`config.mk`:
```
export PLATFORM = sky130hd
export DESIGN_NAME = gelato_ram_responder
export DESIGN_NICKNAME = d
export VERILOG_FILES = /design/src/rtl/gelato_ram_pkg.sv /design/src/rtl/gelato_line_assembler.sv /design/src/rtl/gelato_ram_responder.sv
export SDC_FILE = /design/constraint.sdc
export NUM_CORES = 1
export LEC_CHECK = 0
export CAP_MARGIN = 20
export CORE_ASPECT_RATIO = 1.1
export CORE_UTILIZATION = 49
export CTS_CLUSTER_SIZE = 24
export DETAILED_ROUTE_END_ITERATION = 8
export PLACE_DENSITY = 0.91
export SYNTH_ARGS = -nofsm -noshare
export SYNTH_HDL_FRONTEND = slang
export SYNTH_SLANG_ARGS = --single-unit
```
`constraint.sdc`:
```
create_clock -name clk -period 11 [get_ports clk]
set_clock_uncertainty 0.2 [all_clocks]
set_input_delay 2.2 -clock clk [delete_from_list [all_inputs] [get_ports clk]]
set_output_delay 2.2 -clock clk [all_outputs]
set_load 0.05 [all_outputs]
```
`src/rtl/gelato_ram_pkg.sv`:
```
// Shared types and default geometry for the gelato instruction-fetch RAM responder.
package gelato_ram_pkg;

    localparam int DEF_ADDR_WIDTH     = 32;
    localparam int DEF_WORD_WIDTH     = 32;
    localparam int DEF_WORDS_PER_LINE = 8;
    localparam int DEF_MEM_AWIDTH     = 16;

    localparam int LINE_BITS      = DEF_WORD_WIDTH * DEF_WORDS_PER_LINE;
    localparam int LINE_OFF_WIDTH = $clog2(DEF_WORDS_PER_LINE);

    typedef enum logic [1:0] {
        ST_IDLE = 2'd0,
        ST_FILL = 2'd1,
        ST_RESP = 2'd2,
        ST_ERR  = 2'd3
    } ram_state_e;

    function automatic int line_off_width(input int words_per_line);
        return $clog2(words_per_line);
    endfunction

endpackage

```
`src/rtl/gelato_line_assembler.sv`:
```
// Collects in-order read words into a cache-line buffer; full pulses on the
// cycle whose capture completes the line.
module gelato_line_assembler
    import gelato_ram_pkg::*;
#(
    parameter int WORD_WIDTH     = DEF_WORD_WIDTH,
    parameter int WORDS_PER_LINE = DEF_WORDS_PER_LINE
) (
    input  logic                                 clk,
    input  logic                                 rst,
    input  logic                                 clear,
    input  logic                                 mem_rvalid,
    input  logic [WORD_WIDTH-1:0]                mem_rdata,
    output logic [WORD_WIDTH*WORDS_PER_LINE-1:0] line,
    output logic                                 full
);

    localparam int OFF_W = line_off_width(WORDS_PER_LINE);
    localparam int CNT_W = OFF_W + 1;
    localparam logic [CNT_W-1:0] LAST_IDX = CNT_W'(WORDS_PER_LINE - 1);

    logic [CNT_W-1:0]                     recv_cnt_r;
    logic [WORD_WIDTH*WORDS_PER_LINE-1:0] line_r;

    // Word capture into the line buffer; clear zeroes both buffer and count
    always_ff @(posedge clk or posedge rst) begin
        if (rst) begin
            recv_cnt_r <= {CNT_W{1'b0}};
            line_r     <= {(WORD_WIDTH*WORDS_PER_LINE){1'b0}};
        end else if (clear) begin
            recv_cnt_r <= {CNT_W{1'b0}};
            line_r     <= {(WORD_WIDTH*WORDS_PER_LINE){1'b0}};
        end else if (mem_rvalid) begin
            line_r[recv_cnt_r[OFF_W-1:0]*WORD_WIDTH +: WORD_WIDTH] <= mem_rdata;
            recv_cnt_r <= recv_cnt_r + CNT_W'(1);
        end else begin
            recv_cnt_r <= recv_cnt_r;
            line_r     <= line_r;
        end
    end

    assign line = line_r;
    assign full = mem_rvalid && (recv_cnt_r == LAST_IDX);

endmodule

```
`src/rtl/gelato_ram_responder.sv`:
```
// Memory-side line-fill responder: one fill in flight, word reads assembled into a line.
// Optional GELATO_RAM_RESP_ERR_EN adds misaligned/out-of-range request errors on resp_err.
module gelato_ram_responder
    import gelato_ram_pkg::*;
#(
    parameter int ADDR_WIDTH     = DEF_ADDR_WIDTH,
    parameter int WORD_WIDTH     = DEF_WORD_WIDTH,
    parameter int WORDS_PER_LINE = DEF_WORDS_PER_LINE,
    parameter int MEM_AWIDTH     = DEF_MEM_AWIDTH
) (
    input  logic                                 clk,
    input  logic                                 rst,
    input  logic                                 rdy,
    input  logic                                 req_valid,
    output logic                                 req_ready,
    input  logic [ADDR_WIDTH-1:0]                req_addr,
    output logic                                 resp_valid,
    input  logic                                 resp_ready,
    output logic [WORD_WIDTH*WORDS_PER_LINE-1:0] resp_data,
`ifdef GELATO_RAM_RESP_ERR_EN
    output logic                                 resp_err,
`endif
    output logic                                 mem_req,
    input  logic                                 mem_gnt,
    output logic [MEM_AWIDTH-1:0]                mem_addr,
    input  logic                                 mem_rvalid,
    input  logic [WORD_WIDTH-1:0]                mem_rdata
);

    localparam int OFF_W = line_off_width(WORDS_PER_LINE);
    localparam int CNT_W = OFF_W + 1;
    localparam int TAG_W = MEM_AWIDTH - OFF_W;
    localparam logic [CNT_W-1:0] CNT_FULL = CNT_W'(WORDS_PER_LINE);

    ram_state_e       state_r;
    logic [TAG_W-1:0] tag_r;
    logic [CNT_W-1:0] issue_cnt_r;
    logic             resp_valid_r;
    logic             resp_err_r;

    logic accept_s;
    logic bad_addr_s;
    logic capture_s;
    logic line_done_s;
    logic mem_req_s;
    logic unused_addr_s;

    assign req_ready = rdy && !rst && (state_r == ST_IDLE);
    assign accept_s  = req_valid && req_ready;
    assign capture_s = mem_rvalid && (state_r == ST_FILL);
    assign mem_req_s = rdy && (state_r == ST_FILL) && (issue_cnt_r < CNT_FULL);

`ifdef GELATO_RAM_RESP_ERR_EN
    assign bad_addr_s = (req_addr[1:0] != 2'b00) ||
                        (req_addr[ADDR_WIDTH-1:MEM_AWIDTH+2] != {(ADDR_WIDTH-MEM_AWIDTH-2){1'b0}});
    assign resp_err   = resp_err_r;
`else
    logic unused_err_s;
    assign bad_addr_s   = 1'b0;
    assign unused_err_s = resp_err_r;
`endif

    // Byte-offset, line-offset and above-memory bits never reach the tag
    assign unused_addr_s = ^{req_addr[ADDR_WIDTH-1:MEM_AWIDTH+2], req_addr[OFF_W+1:0]};

    // Request accept, read issue and response handshake sequencing
    always_ff @(posedge clk or posedge rst) begin
        if (rst) begin
            state_r      <= ST_IDLE;
            tag_r        <= {TAG_W{1'b0}};
            issue_cnt_r  <= {CNT_W{1'b0}};
            resp_valid_r <= 1'b0;
            resp_err_r   <= 1'b0;
        end else begin
            case (state_r)
                ST_IDLE: begin
                    if (accept_s) begin
                        tag_r       <= req_addr[MEM_AWIDTH+1:OFF_W+2];
                        issue_cnt_r <= {CNT_W{1'b0}};
                        if (bad_addr_s) begin
                            state_r      <= ST_ERR;
                            resp_valid_r <= 1'b1;
                            resp_err_r   <= 1'b1;
                        end else begin
                            state_r <= ST_FILL;
                        end
                    end
                end
                ST_FILL: begin
                    if (mem_req_s && mem_gnt) begin
                        issue_cnt_r <= issue_cnt_r + CNT_W'(1);
                    end
                    // Final word lands on this edge, so the response shows next cycle
                    if (line_done_s) begin
                        state_r      <= ST_RESP;
                        resp_valid_r <= 1'b1;
                    end
                end
                ST_RESP, ST_ERR: begin
                    if (resp_valid_r && resp_ready && rdy) begin
                        state_r      <= ST_IDLE;
                        resp_valid_r <= 1'b0;
                        resp_err_r   <= 1'b0;
                    end
                end
                default: begin
                    state_r      <= ST_IDLE;
                    resp_valid_r <= 1'b0;
                    resp_err_r   <= 1'b0;
                end
            endcase
        end
    end

    gelato_line_assembler #(
        .WORD_WIDTH     (WORD_WIDTH),
        .WORDS_PER_LINE (WORDS_PER_LINE)
    ) u_assembler (
        .clk        (clk),
        .rst        (rst),
        .clear      (accept_s),
        .mem_rvalid (capture_s),
        .mem_rdata  (mem_rdata),
        .line       (resp_data),
        .full       (line_done_s)
    );

    assign resp_valid = resp_valid_r;
    assign mem_req    = mem_req_s;
    assign mem_addr   = {tag_r, issue_cnt_r[OFF_W-1:0]};

endmodule

```
After elaboration in Yosys (flattened, before gate mapping)

Cells that the tools add are included.

Memories: 0
Bits in registers: 280
RAM bits: 0
Latch bits: 0
Output and inout bits: 275
ROM bits: 0
Word-level logic and storage cells: 55
Input bits: 71

Bitwise gates (word level): 1
Shift operators: 2
Divide/modulo/power cells: 0
Equal/unequal tests: 8
Multiply operators: 0
Multiplexer cells: 15
$add $sub $neg: 3
$lt $le $gt $ge: 1
Reduce and logical (&&, ||, !) cells: 19

Operators with widths:

| cell                        | number |
|---|---|
| $mux W256                   | 2 |
| $bwmux W256                 | 1 |
| $shift A32 B34 Y256 const A | 1 |
| $shiftx A32 B34 Y256        | 1 |
| $neg A8 Y34                 | 1 |
| $mux W4                     | 4 |
| $logic_and A1 B1 Y1         | 10 |
| $reduce_and A3 Y1           | 3 |
| $add A4 B1 Y4 const B       | 2 |
| $pmux W4 S2                 | 1 |
| $mux W2                     | 3 |
| $ne A2 B2 Y1 const B        | 3 |
| $pmux W2 S3                 | 1 |
| $eq A2 B2 Y1 const B        | 2 |
| $eq A4 B3 Y1 const B        | 1 |
| $lt A4 B4 Y1 const B        | 1 |
| $reduce_bool A2 Y1          | 2 |
| $eq A2 B1 Y1 const B        | 1 |
| $logic_not A2 Y1            | 1 |
| $mux W1                     | 2 |
| $ne A2 B1 Y1 const B        | 1 |
| $pmux W1 S2                 | 1 |
| $reduce_and A2 Y1           | 1 |
| $reduce_or A2 Y1            | 1 |
| other kinds (2)             | 2 |

Longest topological paths before layout

Word-level depth: 6
Mapped depth: 11
Depth with buffers taken out: 6

By module

Synthesis repeated with hierarchy kept, for this count alone.

Cell total of the unflattened synthesis: 883
Area total of the unflattened synthesis: 11392.2 um^2

Modules (own cells, without submodules):

| module                | cells an instance | times used | sequential area each (um^2) | area each (um^2) |
|---|---|---|---|---|
| gelato_line_assembler | 814               | 1          | 6506.2                      | 10448.8 |
| gelato_ram_responder  | 69                | 1          | 500.5                       | 943.4 |

Worst setup path before layout

OpenSTA, ideal clock, no wires.

Kind: input-to-output
Start point: in rst
End point: out req_ready
Data arrival time: 3.189 ns
Required time: 8.600 ns
Path buffers: 2
Slack: 5.411 ns
Stages: 4
Cell sequence: or4b_1 > buf_2 > inv_2 > buf_2

Cells in the longest elaborated chain, start to end: 3

Ends and longest elaborated chain:

| item                             | line                       | RTL |
|---|---|---|
| start: declaration               | gelato_ram_responder.sv:12 | `input logic rst,` |
| $logic_not A1 Y1 (no line)       | --                         |  |
| $logic_and A1 B1 Y1 (2 in a row) | gelato_ram_responder.sv:48 | `assign req_ready = rdy && !rst && (state_r == ST_IDLE);` |
| end: declaration                 | gelato_ram_responder.sv:15 | `output logic req_ready,` |

Every way passes these cells.

Final worst setup path

Same ends and word-level chain as after synthesis.

==> flow_metrics.py <==
metrics = {
    "status": {
        "status": "finished, final reports clean",
    },
    "timing": {
        "maxSlewViolCount": 0,
        "setup_viol": 0,
        "final.min_clock_period_ns": 7.19,
        "hold_violations": 0,
        "max_slew_margin_pct": 28.9,
        "max_freq_ghz": 0.139,
        "rsz0062_at_grt": "false",
        "fin_tns_setup_ns": 0,
        "whs_ns": 0.282,
        "min_period_over_period_pct": 65.4,
        "worstMarginPinSlew_ns": 1.07,
    },
    "global_route": {
        "antenna_found_initial": 0,
        "grt_pass1_vias": 10800,
        "overflow": 0,
        "grt_pass1_wl_um": 61300,
        "grt_max_degree": 160,
        "track_usage_pct": 30.1,
    },
    "drt": {
        "drt_pass1_iterations": 6,
        "drc": 0,
        "routed_via_density": 6.18,
        "drt_iter0_drc": 829,
        "antenna_left": 0,
        "wl_um": 39800,
        "wl_per_cell_um": 22.8,
        "via_count": 10790,
    },
    "cts": {
        "cts_tree": "yes",
        "post_cts_resized": 0,
        "clk_pin_slew_ns": 0.06,
        "root_buffer": "clkbuf_16",
        "numCtsBuffers": 30,
        "cts.sinks": 280,
        "cts_buffer_depth": 3,
        "cts_htree_levels": 1,
        "cts_setup_buffers": 0,
        "insertion_delay_ns": 0.55,
        "cts_hold_buf": 0,
    },
    "yosys": {
        "ys_ff_latch": 280,
        "ys.flop_type": "dfrtp_1",
        "synthMostInstantiatedCell": "dfrtp_1",
        "async_reset_ff_share_pct": 100,
        "yosysWarnings": 0,
        "synth_nets": 1235,
        "synth_top_area_share_pct": 56.0,
        "synth_common_cells": "dfrtp_1 (280), o21ai_1 (142), mux2i_1 (125), a21oi_1 (101), o21ai_0 (83)",
        "synthCells": 1159,
        "synth-seq-area-share_pct": 56.0,
        "synth_cell_types": 53,
        "synth_top_cell_by_area": "dfrtp_1",
        "synth_edf_count": 0,
        "avgSynthCellArea_um2": 10.8,
        "netlist_area_um2": 12500,
        "synth_area_leaders": "dfrtp_1 (56%), mux2i_1 (10%), o21ai_1 (5.7%)",
    },
    "layout": {
        "fillers": 1759,
        "drive_gt1_share_pct": 7.11,
        "multi_input_area_um2": 4900,
        "areaGrowthSynthToFinish_pct": 34.8,
        "register_area_um2": 7010,
        "final_nets": 1487,
        "insertedDiodeCount": 0,
    },
    "die": {
        "dieHeight_um": 170,
        "ios": 346,
        "num_rows": 60,
        "dieArea_um2": 26200,
        "core_um2": 24800,
        "start_util_pct": 50.5,
        "dieWidth_um": 154,
    },
    "critical_path": {
        "path_class": "in2out",
        "cp_max_fo": 59,
        "cp-start-kind": "primary input",
        "cp.required_ns": 8.60,
        "cp_data_arrival_time_ns": 4.79,
        "setup.worst_path.end_class": "output port",
    },
    "hold_path": {
        "hold_class": "reg2reg",
    },
    "placed_design": {
        "portBuffers": 326,
        "dp_hpwl_um": 25800,
        "routabilityCongestion": 0.817,
    },
    "power_and_ir_drop": {
        "power_w": 0.00580,
        "leakage_nw": 7.74,
        "power.density_nw_per_um2": 344,
        "peakVddDrop_uv": 230,
    },
    "flow_run": {
        "drv_cap": 0,
    },
}
==> cells by family after synthesis <==
logic type / count (synthesis) / synth area share, %
AO/OA/AOI/OAI: 411 / 18.6
flip-flops: 280 / 56.0
AND/OR/NAND/NOR: 175 / 8.21
buffers and inverters: 146 / 5.09
multiplexers: 142 / 11.5
adder cells (fa/ha/maj): 5 / 0.500
==> layout by cell type, fill, tap and decap left out, types with 31 or more instances in the layout <==
master / Yosys / final
clkbuf_16: 0 / 31
dfrtp_1: 280 / 280
nand3_1: 64 / 63
mux2i_1: 125 / 125
a21oi_1: 101 / 101
o21ai_1: 142 / 142
nand2_1: 40 / 40
clkdlybuf4s50_1: 0 / 326
o31ai_1: 33 / 33
o21ai_0: 83 / 83
==> critical path: stages <==
cell and delay, ns:
clkdlybuf4s50_1 0.54, or4b_4 0.84, inv_2 0.32, clkdlybuf4s50_1 0.88
==> through the flow <==
stage	instance area, um^2	setup WS [ns]	instances	util (%)
after floorplan	12500	0.878	1159	-
after global placement	15800	3.86	1685	63.7
after detailed placement	15800	3.83	1686	63.8
after CTS	16800	3.82	1742	67.8
after global routing	16900	3.75	1745	68.1
final	16900	3.81	1745	68.1
==> worst paths after layout <==
kind                                      startpoint              endpoint  slack (ns)  cells past startpoint
max reg2reg                u_assembler.recv_cnt_r[0]  u_assembler.line[93]        7.38                      6
min                                         tag_r[4]              tag_r[4]        0.28                      1
max in group asynchronous                        rst  u_assembler.line[16]        6.93                      4
min in group asynchronous                        rst  u_assembler.line[41]        1.91                      2
max                                              rst             req_ready        3.81                      4
min reg2reg                                 tag_r[4]              tag_r[4]        0.28                      1
==> cell type report <==
cell class | count | area share [%]
flip-flops and latches | 280 | 41.6
multi-input cells | 733 | 29.1
repair buffers | 348 | 20.7
clock buffers | 40 | 5.10
well taps | 310 | 2.30
clock inverters | 16 | 0.824
inverters | 18 | 0.460
==> metal layers <==
| layer | track usage, % | routed length (um) |
|---|---|---|
| met2 | 49.8 | 19700 |
| met3 | 5.41 | 2830 |
| met1 | 37.5 | 15000 |
| met4 | 16.7 | 2210 |
| met5 | 0 | 0 |
==> power by group <==
part | internal (W) | switching [W] | leakage [nW] | total, W
clock network | 0.000595 | 0.000421 | 0.498 | 0.00102
logic | 0.000968 | 0.00218 | 3.48 | 0.00315
registers | 0.00140 | 0.000227 | 3.76 | 0.00163
total | 0.00297 | 0.00283 | 7.74 | 0.00580
==> registers in the layout (all words and copies together) (netlist names) <==
signal,count
issue_cnt_r,4
resp_valid,1
state_r,2
tag_r,13
u_assembler.line,256
u_assembler.recv_cnt_r,4
Power figures use the tool's default switching activity.
